$ cat src/rtl/s32x_vdp_bus_arb.sv
// 32X VDP upstream bus front-end: round-robin arbitration of the 68K and two SH2s onto the
// VDP strobe/select bus, with ACK_N handshake, FM ownership rejects and timeout abandonment.
module s32x_vdp_bus_arb #(
    parameter int unsigned TIMEOUT = 255
) (
    input  logic             clk,
    input  logic             rst_n,
    input  logic             fm,
    input  logic [2:0]       rq_req,
    input  logic [2:0][16:0] rq_a,
    input  logic [2:0][15:0] rq_d,
    input  logic [2:0][1:0]  rq_we,
    input  logic [2:0][1:0]  rq_sel,
    output logic [15:0]      rq_q,
    output logic [2:0]       rq_ack,
    output logic [2:0]       rq_err,
    output logic [16:0]      a,
    output logic [15:0]      wr_data,
    input  logic [15:0]      rd_data,
    output logic             rd_n,
    output logic             lwr_n,
    output logic             uwr_n,
    output logic             reg_cs_n,
    output logic             pal_cs_n,
    output logic             dram_cs_n,
    input  logic             ack_n
);

    typedef enum logic [2:0] {IDLE, SETUP, STROBE, WAIT, RELEASE, DONE} state_t;

    localparam logic [9:0] TIMEOUT_CNT = 10'(TIMEOUT);
    localparam logic [1:0] SEL_RSVD    = 2'd3;

    state_t     state;
    logic [1:0] ptr;
    logic [1:0] gnt;
    logic [1:0] we_l;
    logic       err_l;
    logic [9:0] cnt;

    logic       gnt_found;
    logic [1:0] gnt_idx;
    logic       reject;
    logic [9:0] cnt_inc;

    function automatic logic [1:0] wrap3(input logic [2:0] v);
        return (v >= 3'd3) ? 2'(v - 3'd3) : v[1:0];
    endfunction

    // Scan from the pointer outwards; the last hit written is the closest one at/after ptr.
    always_comb begin
        // NOTE: every combinationally assigned signal gets a default before any branch,
        // otherwise the tool infers a latch for the paths that do not assign it.
        gnt_found = 1'b0;
        gnt_idx   = ptr;
        for (int k = 2; k >= 0; k--) begin
            if (rq_req[wrap3(3'(ptr) + 3'(k))]) begin
                gnt_found = 1'b1;
                gnt_idx   = wrap3(3'(ptr) + 3'(k));
            end
        end
    end

    assign reject  = (fm ? (gnt_idx == 2'd0) : (gnt_idx != 2'd0)) || (rq_sel[gnt_idx] == SEL_RSVD);
    assign cnt_inc = (cnt == 10'h3FF) ? cnt : cnt + 10'd1;

    always_ff @(posedge clk or negedge rst_n) begin
        if (!rst_n) begin
            state     <= IDLE;
            ptr       <= 2'd0;
            gnt       <= 2'd0;
            we_l      <= 2'b00;
            err_l     <= 1'b0;
            cnt       <= '0;
            rq_q      <= '0;
            rq_ack    <= '0;
            rq_err    <= '0;
            a         <= '0;
            wr_data   <= '0;
            rd_n      <= 1'b1;
            lwr_n     <= 1'b1;
            uwr_n     <= 1'b1;
            reg_cs_n  <= 1'b1;
            pal_cs_n  <= 1'b1;
            dram_cs_n <= 1'b1;
        end else begin
            // NOTE: state and registered outputs use non-blocking assignments so every
            // branch reads the pre-edge values; later assignments override the pulse defaults.
            rq_ack <= '0;
            rq_err <= '0;
            unique case (state)
                IDLE: begin
                    if (gnt_found) begin
                        ptr <= wrap3(3'(gnt_idx) + 3'd1);
                        gnt <= gnt_idx;
                        if (reject) begin
                            rq_q             <= '0;
                            rq_ack[gnt_idx]  <= 1'b1;
                            rq_err[gnt_idx]  <= 1'b1;
                            state            <= DONE;
                        end else begin
                            a         <= rq_a[gnt_idx];
                            wr_data   <= rq_d[gnt_idx];
                            we_l      <= rq_we[gnt_idx];
                            err_l     <= 1'b0;
                            reg_cs_n  <= (rq_sel[gnt_idx] != 2'd0);
                            pal_cs_n  <= (rq_sel[gnt_idx] != 2'd1);
                            dram_cs_n <= (rq_sel[gnt_idx] != 2'd2);
                            state     <= SETUP;
                        end
                    end
                end
                SETUP: begin
                    cnt <= '0;
                    if (we_l == 2'b00) begin
                        rd_n <= 1'b0;
                    end else begin
                        lwr_n <= ~we_l[0];
                        uwr_n <= ~we_l[1];
                    end
                    state <= STROBE;
                end
                STROBE: state <= WAIT;
                WAIT: begin
                    // An ack in the same cycle the timeout expires still wins.
                    if (!ack_n || (cnt_inc >= TIMEOUT_CNT)) begin
                        rq_q      <= ack_n ? 16'hFFFF : rd_data;
                        err_l     <= ack_n;
                        rd_n      <= 1'b1;
                        lwr_n     <= 1'b1;
                        uwr_n     <= 1'b1;
                        reg_cs_n  <= 1'b1;
                        pal_cs_n  <= 1'b1;
                        dram_cs_n <= 1'b1;
                        state     <= RELEASE;
                    end else begin
                        cnt <= cnt_inc;
                    end
                end
                RELEASE: begin
                    if (ack_n) begin
                        rq_ack[gnt] <= 1'b1;
                        rq_err[gnt] <= err_l;
                        state       <= DONE;
                    end
                end
                DONE:    state <= IDLE;
                default: state <= IDLE;
            endcase
        end
    end

endmodule

$ cat config.mk
export PLATFORM = sky130hd
export DESIGN_NAME = s32x_vdp_bus_arb
export DESIGN_NICKNAME = d
export VERILOG_FILES = /design/src/rtl/s32x_vdp_bus_arb.sv
export SDC_FILE = /design/constraint.sdc
export NUM_CORES = 1
export LEC_CHECK = 0
export ABC_AREA = 0
export BUFFER_PORTS_ARGS = -buffer_cell sky130_fd_sc_hd__buf_2
export CAP_MARGIN = 10
export CORE_UTILIZATION = 40
export DETAILED_ROUTE_END_ITERATION = 7
export PLACE_DENSITY = 0.69
export REMOVE_ABC_BUFFERS = 1
export SLEW_MARGIN = 5
export SYNTH_ARGS = -nofsm -noshare
export SYNTH_HDL_FRONTEND = slang
export SYNTH_SLANG_ARGS = --single-unit
$ cat constraint.sdc
create_clock -name clk -period 3.2 [get_ports clk]
set_input_delay 0.32 -clock clk [delete_from_list [all_inputs] [get_ports clk]]
set_output_delay 0.32 -clock clk [all_outputs]
set_load 0.01 [all_outputs]
After elaboration in Yosys (flattened, before gate mapping)

Index checks and enable logic that the tools add are counted.

Register bits: 81
Output and inout bits: 61

$add $sub $neg: 8
Order comparisons: 12
Equality and inequality tests: 16
Multiplexer cells: 68
Bitwise gates (word level): 4
Reduce and logical (&&, ||, !) cells: 20

Operators by type and width:

| cell                                                  | number |
|---|---|
| 2-to-1 mux 16 bit                                     | 5 |
| binary-select mux 17 bit (select 2 bit)               | 1 |
| binary-select mux 16 bit (select 2 bit)               | 1 |
| one-hot mux 16 bit (2 select lines)                   | 1 |
| 2-to-1 mux 3 bit                                      | 8 |
| 2-to-1 mux 1 bit                                      | 22 |
| 2-to-1 mux 10 bit                                     | 2 |
| one-hot mux 10 bit (2 select lines)                   | 1 |
| 2-to-1 mux 2 bit                                      | 9 |
| inequality test 2 bit (second input constant)         | 9 |
| 2-to-1 mux 17 bit                                     | 1 |
| < comparator 2 x 3 -> 1 bit (second input constant)   | 5 |
| one-hot mux 3 bit (5 select lines)                    | 1 |
| one-hot mux 1 bit (2 select lines)                    | 7 |
| one-hot mux 3 bit (2 select lines)                    | 2 |
| AND reduction 3 bit                                   | 4 |
| adder 10 x 1 -> 10 bit (second input constant)        | 1 |
| equality test 10 bit (second input constant)          | 1 |
| >= comparator 10 x 8 -> 1 bit (second input constant) | 1 |
| >= comparator 3 x 2 -> 1 bit (second input constant)  | 3 |
| binary-select mux 2 bit (select 2 bit)                | 2 |
| AND reduction 4 bit                                   | 2 |
| nonzero test 2 bit                                    | 4 |
| subtractor 2 bit (second input constant)              | 4 |
| 19 further kinds                                      | 31 |

Longest topological paths before layout

Depth in word-level cells: 15
Gate-level depth with buffers: 15
Mapped depth without buffers: 13

Worst setup path before layout

OpenSTA, ideal clock, no wires.

Path kind: reg-to-reg
From: reg ptr[1]
To: reg rq_q[11]
Arrival time: 3.160 ns
Required time: 3.125 ns
Setup slack: -0.035 ns
Cell stages (with the launch flop): 16
Buffers on the path: 2
Clock period less this slack: 3.235 ns
Cells stage by stage: dfrtp_1 inv_1 ha_1 nor2b_1 o21ai_0 o21ai_0 a31oi_2 clkbuf_1 inv_1 ha_1 xnor2_1 a31oi_1 o211ai_1 o211ai_4 buf_6 o2bb2ai_2

Cells in the longest elaborated chain, start to end: 14
Elaborated cells on any way between the ends: 33

Ends and longest elaborated chain:

| what                                                             | RTL line | RTL |
|---|---|---|
| start: declaration                                               | 35       | `logic [1:0] ptr;` |
| start signal: assignment                                         | 94       | `ptr <= wrap3(3'(gnt_idx) + 3'd1);` |
| adder 2 x 2 -> 3 bit                                             | 57, 59   |  |
| >= comparator 3 x 2 -> 1 bit or subtractor 2 bit (tied branches) | 47       | `return (v >= 3'd3) ? 2'(v - 3'd3) : v[1:0];` |
| 2-to-1 mux 2 bit                                                 | 47       |  |
| binary-select mux 1 bit (select 2 bit)                           | 57       | `if (rq_req[wrap3(3'(ptr) + 3'(k))]) begin` |
| 2-to-1 mux 1 bit (not written as such)                           | 57       |  |
| 2-to-1 mux 2 bit (2 in series)                                   | 57       |  |
| 2-to-1 mux 2 bit (*)                                             | 57       |  |
| net gnt_idx[1]                                                   | 42       | `logic [1:0] gnt_idx;` |
| binary-select mux 2 bit (select 2 bit)                           | 64       | `assign reject = (fm ? (gnt_idx == 2'd0) : (gnt_idx != 2'd0)) \|\| (rq_sel[gnt_idx] == SEL_RSVD);` |
| 2-to-1 mux 2 bit (not written as such)                           | 64       |  |
| equality test 2 bit                                              | 64       |  |
| logical OR 1 bit (*)                                             | 64       |  |
| inequality test 2 bit (no line) (*)                              | -        |  |
| AND reduction 4 bit (no line) (*)                                | -        |  |
| end signal: assignment                                           | 127      | `rq_q <= ack_n ? 16'hFFFF : rd_data;` |
| end: declaration                                                 | 14       | `output logic [15:0] rq_q,` |

The timed path passes the listed nets; every way through them passes the cells marked *. The select of a mux whose other input is x is not followed.
A chain may end at the register's enable or synchronous reset.

Worst setup path in the final report

From: reg ptr[0]
To: reg rq_q[15]

Cells in the longest elaborated chain, start to end: 14
Elaborated cells on any way between the ends: 33

Ends and longest elaborated chain:

| what                                                             | RTL line |
|---|---|
| adder 2 x 2 -> 3 bit                                             | 57, 59 |
| >= comparator 3 x 2 -> 1 bit or subtractor 2 bit (tied branches) | 47 |
| 2-to-1 mux 2 bit                                                 | 47 |
| binary-select mux 1 bit (select 2 bit)                           | 57 |
| 2-to-1 mux 1 bit (not written as such)                           | 57 |
| 2-to-1 mux 2 bit (3 in series)                                   | 57 |
| binary-select mux 2 bit (select 2 bit)                           | 64 |
| 2-to-1 mux 2 bit (not written as such)                           | 64 |
| equality test 2 bit                                              | 64 |
| logical OR 1 bit                                                 | 64 |
| inequality test 2 bit (no line)                                  | - |
| AND reduction 4 bit (no line) (*)                                | - |

Mark *: on every way between the ends. The rest lies on a longest branch, timed or not. The select of a mux whose other input is x is not followed.

==> results.cfg <==
[logic_synthesis]
synth_area_leaders = dfrtp_1 40%, mux2i_1 8.6%, o21ai_0 5.8%
synthesis.area_sq_um = 4640
yosysWarnings = 0
syn_inst = 500
synth_cell_type_count = 62
yosysTopAreaCell = dfrtp_1
synth-main-ff-cell = dfrtp_1
async_flop_share_pct = 100
ys_seq_area_share_pct = 43.8
synth_common_cells = 75 x dfrtp_1, 71 x nor2_1, 61 x nand2_1, 54 x o21ai_0, 44 x a21oi_1
synth_top_cell_area_share_pct = 40.4
synth_edf_count = 0
ys_ff_latch = 81
synth.avg_cell_area_sq_um = 9.29
yosys.cell_count.top_type = dfrtp_1

[placement]
hpwl_mm = 9.19
gp_congestion = 0.878
placed_cell_area_sq_um = 5780
io_buffers = 194
placed_cells = 817
place_ws_ns = 0.0154

[layout]
multi_input_area_sq_um = 2500
final_cells = 839
syn_to_final_growth_pct = 33.2
drive_gt1_share_pct = 38.1
regArea_sq_um = 2030
design_area_sq_um = 6180
fillerInstances = 1012
final_util_pct = 55.8
fin_nets = 836
diodes = 0

[global_route]
grt_pass1_vias = 4140
antenna_found_initial = 0
grt_first_pass_wirelength_mm = 19.5
track_usage_pct = 20.9
gr-total-overflow = 0
grt_max_degree = 82

[detailed_routing]
routedWlPerCell_microns = 15.0
drt-vias-per-instance = 5.28
ant_nets = 0
vias = 4432
drt_iter0_markers = 269
route.detailed.drc = 0
dr.pass1.iters = 6
totalWireLength_mm = 12.6

[setup_path]
crit_path_start = ptr[0]$_DFFE_PN0P_
worstPathArrival_ns = 3.21
r2r_slack_ns = 0.20
reg2reg_from = ptr[0]$_DFFE_PN0P_
cp-start-kind = register
crit_end = rq_q[15]$_DFFE_PN0P_
worst-r2r-cell-count = 15
timing.rr.end = rq_q[15]$_DFFE_PN0P_
critPathKind = register to register
required_ns = 3.41
endpoint_kind = register
critPathMaxFanout = 8

[clocking]
ctsHoldBuffers = 0
clk_latency_ns = 0.33
h-tree-depth = 3
clkSinkCount = 81
clockBufferDepth = 2
cts.root.buffer_cell = clkbuf_16
cts_tree = yes
cts_buffers = 9
clk_pin_slew_ns = 0.06

[sta]
slew_headroom_pct = 31.5
finalHoldViolCount = 0
fin_ws_ns = 0.197
setup_tns_ns = 0
slew_viol_final = 0
period_needed_ns = 3.00
max_freq_ghz = 0.333
finClkSkew_ns = 0.00804
tightest_slew_ns = 1.03
min_period_over_period_pct = 93.8
setup_viol = 0
fin_hold_ws_ns = 0.150

[job]
maxCapViolCount = 0

[pwr]
leakage_nw = 3.16
power_density_nw_per_um2 = 1030
peakVddDrop_uv = 508
power_mw = 6.36

[floorplan]
pin_count = 195
dieArea_sq_um = 12000
die_y_microns = 110
core_area_sq_um = 11100
fp-row-count = 38
start_util_pct = 41.9
dieWidth_microns = 110

[status]
status = finished, final reports clean

[min_path]
hold_path.class = input port to async pin
==> worst max-delay path: stages, from the launching register on <==
cell,delay (ns)
dfrtp_1,0.41
inv_1,0.12
ha_2,0.33
nor2b_1,0.14
o21ai_0,0.14
o221a_2,0.31
a31oi_4,0.11
inv_1,0.12
ha_2,0.21
xnor2_1,0.13
a31oi_1,0.06
buf_4,0.16
o211ai_1,0.12
buf_4,0.18
o211ai_4,0.15
o2bb2ai_1,0.19
==> worst min path at each step <==
stage,from,end,slack (ns),cells past startpoint
after detailed placement,wr_data[5]$_DFFE_PN0P_,wr_data[5]$_DFFE_PN0P_,0.47,2
after floorplan,rst_n,a[0]$_DFFE_PN0P_,0.02,0
after global placement,wr_data[10]$_DFFE_PN0P_,wr_data[10]$_DFFE_PN0P_,0.46,2
final,rst_n,cnt[5]$_DFFE_PN0P_,0.15,1
after global routing,rd_data[11],rq_q[11]$_DFFE_PN0P_,0.23,3
after CTS,rst_n,rq_q[9]$_DFFE_PN0P_,0.22,1
==> placed cells by master, fill, tap and decap left out, types with 4 or more instances in the layout <==
cell / Yosys / final
o2bb2ai_1: 6 / 6
nor2b_1: 8 / 7
dfstp_2: 6 / 6
and2_1: 5 / 5
a21oi_1: 44 / 43
nand4_1: 4 / 4
mux2i_1: 40 / 40
ha_1: 8 / 6
buf_4: 4 / 13
buf_2: 8 / 193
nand2_1: 61 / 61
o2bb2ai_2: 10 / 10
inv_1: 9 / 9
o211ai_1: 5 / 5
o21ai_0: 54 / 52
dfrtp_1: 75 / 75
clkbuf_16: 0 / 10
nor2_1: 71 / 71
nand3_1: 7 / 7
o21ai_1: 5 / 6
==> what timing repair did <==
action	in CTS	in global routing
gates cloned	0	2
gates resized for setup	1	8
endpoints found under the setup margin	3	54
pin swaps	0	1
buffers inserted	0	4
==> registers in the layout, summed over array words and instances, names as in the netlist <==
| register | cells |
|---|---|
| lwr_n | 1 |
| rq_err | 3 |
| we_l | 2 |
| gnt | 2 |
| state | 3 |
| err_l | 1 |
| rq_q | 16 |
| rq_ack | 3 |
| rd_n | 1 |
| a | 17 |
| dram_cs_n | 1 |
| cnt | 10 |
| wr_data | 16 |
| ptr | 2 |
| reg_cs_n | 1 |
| pal_cs_n | 1 |
| uwr_n | 1 |
==> logic make-up (layout without fill, tap and decap cells) <==
group,Yosys count,after routing,share of synthesized area (%)
mux,42,42,9.11
fa+ha+maj,8,8,2.16
flops,81,81,43.8
simple gates,173,173,17.0
buf+inv,36,234,3.61
xor+xnor,2,2,0.377
compound gates,158,159,23.9
==> area by class of cell <==
| cell class | instances | area share [%] |
|---|---|---|
| tap | 140 | 2.83 |
| inverter | 9 | 0.546 |
| timing repair buffer | 209 | 18.2 |
| multi-input combinational | 384 | 40.5 |
| clock buffer | 12 | 3.82 |
| clock inverter | 4 | 1.25 |
| sequential | 81 | 32.9 |
==> metal layers <==
layer / wire length [microns] / track usage (%) / up-vias
met5: 0 / 0 / -
met4: 191 / 6.19 / 0
met3: 690 / 4.56 / 19
met2: 6460 / 36.9 / 160
met1: 5220 / 25.5 / 2083
li1: - / - / 2170
==> power by group <==
part | total, mW | internal [mW] | switching (mW)
combinational | 3.50 | 1.48 | 2.02
sequential | 1.75 | 1.47 | 0.286
clock | 1.10 | 0.689 | 0.414
Note: power is estimated with default switching activity, not from simulation.
